### src/rtl/pipe_pkg.sv
// rtl/pipe_pkg.sv - shared state encodings, timeout limit and counter widths for pipe_ctl
package pipe_pkg;

    typedef enum logic [1:0] {
        ST_RUN     = 2'd0,
        ST_MEMWAIT = 2'd1,
        ST_ERR     = 2'd2
    } state_e;

    localparam int              WAIT_W     = 8;
    localparam logic [WAIT_W-1:0] WAIT_LIMIT = 8'd255;

    localparam int               STALL_W   = 16;
    localparam logic [STALL_W-1:0] STALL_MAX = {STALL_W{1'b1}};

endpackage

### src/rtl/hazard_detect.sv
// rtl/hazard_detect.sv - combinational load-use hazard comparator
module hazard_detect (
    input  logic       ex_memread,
    input  logic [4:0] ex_rt,
    input  logic [4:0] id_rs,
    input  logic [4:0] id_rt,
    output logic       load_use
);

    // Register 0 is hardwired to zero, so a load into it never creates a dependency.
    assign load_use = ex_memread && (ex_rt != 5'd0) &&
                      ((ex_rt == id_rs) || (ex_rt == id_rt));

endmodule

### src/rtl/pipe_ctl.sv
// rtl/pipe_ctl.sv - pipeline stall/flush controller with data-memory wait FSM
module pipe_ctl
    import pipe_pkg::*;
(
    input  logic        clk,
    input  logic        rst,
    input  logic [4:0]  ID_rs,
    input  logic [4:0]  ID_rt,
    input  logic        EX_memread,
    input  logic [4:0]  EX_rt,
    input  logic        MEM_branch,
    input  logic        MEM_alu_zero,
    input  logic        mem_req,
    input  logic        mem_ack,
    output logic        pc_en,
    output logic        ifid_en,
    output logic        exmem_en,
    output logic        pc_sel,
    output logic        ifid_flush,
    output logic        idex_flush,
    output logic        exmem_flush,
    output logic        mem_err,
    output logic [15:0] stall_cnt,
    output logic [1:0]  state
);

    state_e              state_q, state_d;
    logic [WAIT_W-1:0]   wait_q, wait_d;
    logic                mem_err_q, mem_err_d;
    logic [STALL_W-1:0]  stall_q, stall_d;

    logic load_use;
    logic br_taken;

    hazard_detect u_hazard_detect (
        .ex_memread (EX_memread),
        .ex_rt      (EX_rt),
        .id_rs      (ID_rs),
        .id_rt      (ID_rt),
        .load_use   (load_use)
    );

    assign br_taken = MEM_branch && MEM_alu_zero;

    always_comb begin
        state_d     = state_q;
        wait_d      = wait_q;
        mem_err_d   = mem_err_q;
        pc_en       = 1'b1;
        ifid_en     = 1'b1;
        exmem_en    = 1'b1;
        pc_sel      = 1'b0;
        ifid_flush  = 1'b0;
        idex_flush  = 1'b0;
        exmem_flush = 1'b0;

        case (state_q)
            ST_RUN: begin
                // A memory freeze beats branch redirect, which beats a load-use bubble.
                if (mem_req && !mem_ack) begin
                    pc_en    = 1'b0;
                    ifid_en  = 1'b0;
                    exmem_en = 1'b0;
                    state_d  = ST_MEMWAIT;
                    wait_d   = '0;
                end else if (br_taken) begin
                    pc_sel      = 1'b1;
                    ifid_flush  = 1'b1;
                    idex_flush  = 1'b1;
                    exmem_flush = 1'b1;
                end else if (load_use) begin
                    pc_en      = 1'b0;
                    ifid_en    = 1'b0;
                    idex_flush = 1'b1;
                end
            end
            ST_MEMWAIT: begin
                pc_en    = 1'b0;
                ifid_en  = 1'b0;
                exmem_en = 1'b0;
                if (mem_ack) begin
                    state_d = ST_RUN;
                end else if (wait_q == WAIT_LIMIT) begin
                    state_d   = ST_ERR;
                    mem_err_d = 1'b1;
                end else begin
                    wait_d = wait_q + 1'b1;
                end
            end
            ST_ERR: begin
                pc_en     = 1'b0;
                ifid_en   = 1'b0;
                exmem_en  = 1'b0;
                mem_err_d = 1'b1;
            end
            default: begin
                pc_en    = 1'b0;
                ifid_en  = 1'b0;
                exmem_en = 1'b0;
                state_d  = ST_RUN;
            end
        endcase

        stall_d = stall_q;
        if (!pc_en && (stall_q != STALL_MAX)) begin
            stall_d = stall_q + 1'b1;
        end
    end

    always_ff @(posedge clk or posedge rst) begin
        if (rst) begin
            state_q   <= ST_RUN;
            wait_q    <= '0;
            mem_err_q <= 1'b0;
            stall_q   <= '0;
        end else begin
            state_q   <= state_d;
            wait_q    <= wait_d;
            mem_err_q <= mem_err_d;
            stall_q   <= stall_d;
        end
    end

    assign mem_err   = mem_err_q;
    assign stall_cnt = stall_q;
    assign state     = state_q;

endmodule

### config.mk
export PLATFORM = sky130hd
export DESIGN_NAME = pipe_ctl
export DESIGN_NICKNAME = d
export VERILOG_FILES = /design/src/rtl/pipe_pkg.sv /design/src/rtl/hazard_detect.sv /design/src/rtl/pipe_ctl.sv
export SDC_FILE = /design/constraint.sdc
export NUM_CORES = 1
export LEC_CHECK = 0
export BUFFER_PORTS_ARGS = -buffer_cell sky130_fd_sc_hd__buf_2
export CAP_MARGIN = 10
export CORE_MARGIN = 1
export CORE_UTILIZATION = 35
export CTS_CLUSTER_DIAMETER = 200
export DETAILED_ROUTE_END_ITERATION = 10
export GPL_ROUTABILITY_DRIVEN = 0
export GPL_TIMING_DRIVEN = 0
export PLACE_DENSITY = 0.6
export SYNTH_ARGS = -nofsm -noshare
export SYNTH_HDL_FRONTEND = slang
export SYNTH_HIERARCHICAL = 1
export SYNTH_SLANG_ARGS = --single-unit
### constraint.sdc
create_clock -name clk -period 2.1 [get_ports clk]
set_input_delay 0.42 -clock clk [delete_from_list [all_inputs] [get_ports clk]]
set_output_delay 0.42 -clock clk [all_outputs]
set_load 0.02 [all_outputs]
== Word-level counts from Yosys, hierarchy flattened ==
Cells that the tools add are included.
Word-level totals
  flip-flop bits (word level): 27
  input bits: 22
  output and inout port bits: 26
  word-level logic and storage cells: 57
Cells by class
  add/subtract/negate cells: 2
  equal/unequal tests: 11
  mux-type cells: 24
  bitwise logic cells: 1
  reduce and logical (&&, ||, !) cells: 15
Operator list (count)
  8-bit 2-to-1 mux: 3
  16-bit by 1-bit adder with 16-bit output (second input constant): 1
  16-bit inequality test (second input constant): 1
  8-bit case mux with 2 select lines: 1
  1-bit 2-to-1 mux: 15
  5-bit equality test: 2
  8-bit by 1-bit adder with 8-bit output (second input constant): 1
  8-bit equality test (second input constant): 1
  2-bit inequality test (second input constant): 4
  2-bit 2-to-1 mux: 3
  2-bit case mux with 3 select lines: 1
  3-bit AND reduction: 2
  1-bit logical AND: 5
  5-bit nonzero test: 1
  4-bit AND reduction: 1
  2-bit nonzero test: 2
  3-bit inequality test (second input constant): 1
  2-bit by 1-bit equality test with 1-bit output (second input constant): 1
  2-bit equality test (second input constant): 1
  1-bit zero test: 2
  2-bit zero test: 1
  1-bit case mux with 2 select lines: 1
  1-bit logical OR: 1
  1-bit inverter: 1

== Longest topological paths before layout ==
  depth after elaboration: 9
  depth in mapped cells: 8
  mapped depth without buffers: 8

== Cells and area by module ==
The synthesis kept the hierarchy.
By module, submodules not included
  pipe_ctl: times used 1, cells each 141, area each 1425.1 um^2
  hazard_detect: times used 1, cells each 17, area each 125.1 um^2

== Worst setup path after synthesis ==
OpenSTA, ideal clock, no wires.
  kind: input-to-output
  start point: in EX_rt[1]
  end point: out pc_en
  arrival time: 1902 ps
  setup slack: -222 ps
  stages on the path: 6
  buffers on the path: 1
  cell sequence: or4_1 > o21ai_1 > a21oi_1 > a21boi_1 > nor3_4 > buf_4
Between the ends
  longest elaborated chain between the ends: 7
Ends and longest elaborated chain
  start, declared: RTL line pipe_ctl.sv:10  | input logic [4:0] EX_rt,
  5-bit equality test / 5-bit nonzero test (equally long branches): RTL line hazard_detect.sv:12, hazard_detect.sv:11
  1-bit logical OR / 1-bit logical AND (equally long branches): RTL line hazard_detect.sv:12, hazard_detect.sv:11
  1-bit logical AND (*): RTL line hazard_detect.sv:11  | assign load_use = ex_memread && (ex_rt != 5'd0) &&
  via load_use: RTL line pipe_ctl.sv:32  | logic load_use;
  1-bit 2-to-1 mux (*) (4 in a row)
  end, declared: RTL line pipe_ctl.sv:15  | output logic pc_en,
Mark *: on every way through the listed nets, which the timed path passes. The rest lies on a longest branch.

== Worst setup path in the final report ==
  start point: in EX_rt[3]
  end point: out pc_en
Between the ends
  longest elaborated chain between the ends: 7
Ends and longest elaborated chain
  5-bit equality test / 5-bit nonzero test (equally long branches): RTL line hazard_detect.sv:12, hazard_detect.sv:11
  1-bit logical OR / 1-bit logical AND (equally long branches): RTL line hazard_detect.sv:12, hazard_detect.sv:11
  1-bit logical AND (*): RTL line hazard_detect.sv:11
  via load_use: RTL line pipe_ctl.sv:32
  1-bit 2-to-1 mux (*): RTL line pipe_ctl.sv:71  | end else if (load_use) begin
  1-bit 2-to-1 mux (*): RTL line pipe_ctl.sv:66  | end else if (br_taken) begin
  1-bit 2-to-1 mux (*): RTL line pipe_ctl.sv:60  | if (mem_req && !mem_ack) begin
  1-bit 2-to-1 mux (*): RTL line pipe_ctl.sv:57  | case (state_q)
Marked as above.

==> results.toml <==
[timing]
worst_slack_ns = -0.09611
setup_viol = 6
timing_worst_slew_pin_value_ns = 1.007
hold_viol = 0
whs_ns = 0.3592
fmax_mhz = 455.4
setup_tns_ns = -0.2392
slew_headroom = 0.3279
grt_setup_unrepaired = "true"
finalMaxSlewViolations = 0
skew_ns = 0.005113
fin_crit_sh = 1.046
fin_crit_ns = 2.196

[floorplanning]
die_h_um = 68.55
initial_core_util = 0.3767
die_w_um = 68.55
fp.dieArea_sq_um = 4699
row_count = 23
coreArea_sq_um = 4115
ios = 48

[synthesis]
ys_types = 43
synth.net_count = 182
yosys_warnings = 6
ys_seq_elements = 27
postSynthCellCount = 158
synth_seq_area_share = 0.4358
synth.avg_cell_area_sq_um = 9.812
synthesis.area_sq_um = 1550

[critical_path]
cp-end-kind = "output port"
critPathMaxFanout = 3
required_ns = 1.68
path_class = "in -> out"
crit_path_top_delay_cell = "or4_4"
cpPeakStageDelay_ns = 0.52
startpoint_type = "input port"
crit_chain = "buf_8 > or4_4 > o21ai_2 > a21oi_2 > a21boi_4 > nor3_4 > buf_4 > buf_6"
critPathArrivalTime_ns = 1.78

[cells_and_area]
drive_above_1_share = 0.3726
multi_input_area_sq_um = 868.3
final_cell_mix = "44 x buf_2, 26 x dfrtp_1, 17 x xor2_1"
regArea_sq_um = 676.9
fin_util = 0.4862
area.growth.synth_to_final_pct = 29.06
antennaDiodeCount = 0
fillers = 409
fin_nets = 237
final_common_cell = "buf_2"

[drt]
wire_per_inst_um = 13.23
drt-initial-drc-count = 59
finalWirelength_um = 3465
viasPerCell = 5.137
vias = 1346
antenna_left = 0
first_pass_iters = 4
drc = 0

[clocking]
cts.sinks = 27
numCtsBuffers = 3
h-tree-depth = 1
cts_buffer_depth = 2
clk_latency_ns = 0.28
cts_tree = "yes"
root_buffer = "clkbuf_8"
clk_pin_slew_worst_paths_ns = 0.10

[grt]
grt_pass1_vias = 1279
grt_max_degree = 28
grt_antenna_before_repair = 0
overflow = 0
grt_usage = 0.1646
grt_pass1_wl_um = 5706

[placed_design]
portBuffers = 47
hpwl_um = 2456

[outcome]
status = "complete, but fails checks"
violations = "negative setup slack"

[pwr]
power_density_nw_per_um2 = 733.9
leakage_nw = 0.9374
peakVddDrop_uv = 373.6

[min_path]
hp-class = "in -> async"

[job]
maxCapViolations = 0
## cell type report
cell class	count	area share
well taps	50	0.03127
plain buffers	4	0.01376
clock inverters	1	0.003752
inverters	9	0.01689
repair buffers	50	0.1413
clock buffers	3	0.02064
flip-flops and latches	27	0.3383
multi-input cells	118	0.4340
## repair_timing
action                     CTS  global route
hold buffers                 0             0
pin swaps                    3             6
setup endpoints to repair    2            16
setup buffers                3             0
resized for setup            8             9
## registers in the layout, summed over array words and instances (netlist names)
| signal | cells |
|---|---|
| state | 2 |
| mem_err | 1 |
| stall_cnt | 16 |
| wait_q | 8 |
## metal layers
layer,up-vias,GRT usage,routed length (um)
met3,8,0.04441,134
met2,29,0.2794,1705
met5,-,0,0
li1,674,-,-
met4,0,0.05208,57
met1,635,0.2012,1568
## Yosys cell counts
cell type / instances / area (sq um)
or3b_2: 1 / 8.760
nor2_1: 5 / 18.77
xor2_1: 18 / 157.7
buf_4: 3 / 22.52
or3_1: 1 / 6.260
o211ai_1: 1 / 7.510
and4_1: 1 / 8.760
o22ai_1: 1 / 6.260
a211o_1: 1 / 8.760
nand2_1: 9 / 33.78
ha_1: 2 / 25.02
a22oi_1: 1 / 7.510
and3_1: 3 / 18.77
a21oi_1: 2 / 10.01
or2_2: 1 / 6.260
o21ai_0: 4 / 20.02
a21o_1: 1 / 7.510
nand3_2: 1 / 10.01
nand3_1: 9 / 45.04
nand2b_1: 3 / 18.77
o21ai_1: 2 / 10.01
nand4_1: 7 / 43.79
or2_1: 1 / 6.260
nor4_1: 6 / 37.54
nor3_1: 10 / 50.05
and2b_1: 1 / 7.510
nor3_4: 1 / 16.27
o221ai_1: 1 / 8.760
nor2_2: 1 / 6.260
o311ai_2: 1 / 16.27
buf_2: 1 / 5.000
dfrtp_1: 27 / 675.7
or2_4: 1 / 8.760
xnor2_1: 8 / 70.07
nor4_2: 1 / 12.51
inv_1: 8 / 30.03
nor3b_1: 2 / 15.01
o31ai_1: 4 / 30.03
mux2_4: 1 / 15.01
a31oi_1: 3 / 18.77
or4_1: 1 / 7.510
inv_2: 1 / 3.750
a21boi_1: 1 / 7.510
## where the power goes
part	switching (mW)	leakage, nW	internal, mW
registers	0.109	0.329	0.606
logic	0.255	0.587	0.186
clock network	0.178	0.0217	0.135
total	0.541	0.937	0.927
## stage by stage
stage / instances / total power, mW / area [sq um] / setup WS, ns
global route: 262 / 1.561 / 2001 / -0.1995
floorplan: 158 / 0.9983 / 1564 / -0.1967
detailed placement: 255 / 1.154 / 1862 / -0.4476
CTS: 262 / 1.472 / 1959 / -0.1962
global placement: 255 / 1.149 / 1862 / -0.4459
finish: 262 / 1.468 / 2001 / -0.09611
## critical path: cells and delay by family
family / cells / cell delay [ns]
buf+inv: 3 / 0.34
simple gates: 2 / 0.68
compound gates: 3 / 0.33
## logic make-up after synthesis
family | count (synthesis) | synth area share
AO/OA/AOI/OAI | 23 | 0.1025
XOR/XNOR | 26 | 0.1469
adder cells (fa/ha/maj) | 2 | 0.01614
buffers and inverters | 13 | 0.03954
flip-flops | 27 | 0.4358
multiplexers | 1 | 0.009682
AND/OR/NAND/NOR | 66 | 0.2494
## worst paths after layout
kind,cells after the start,start,endpoint,slack (ns)
min in group clk,1,mem_err$_DFFE_PP0P_,mem_err$_DFFE_PP0P_,0.50
hold reg to reg,1,mem_err$_DFFE_PP0P_,mem_err$_DFFE_PP0P_,0.50
hold / removal,2,rst,stall_cnt[13]$_DFFE_PP0P_,0.36
setup reg to reg,6,stall_cnt[0]$_DFFE_PP0P_,stall_cnt[11]$_DFFE_PP0P_,0.25
setup / recovery,8,EX_rt[3],pc_en,-0.1
max in group asynchronous,2,rst,state[0]$_DFFE_PP0P_,1.06
(Power assumes the default switching activity.)
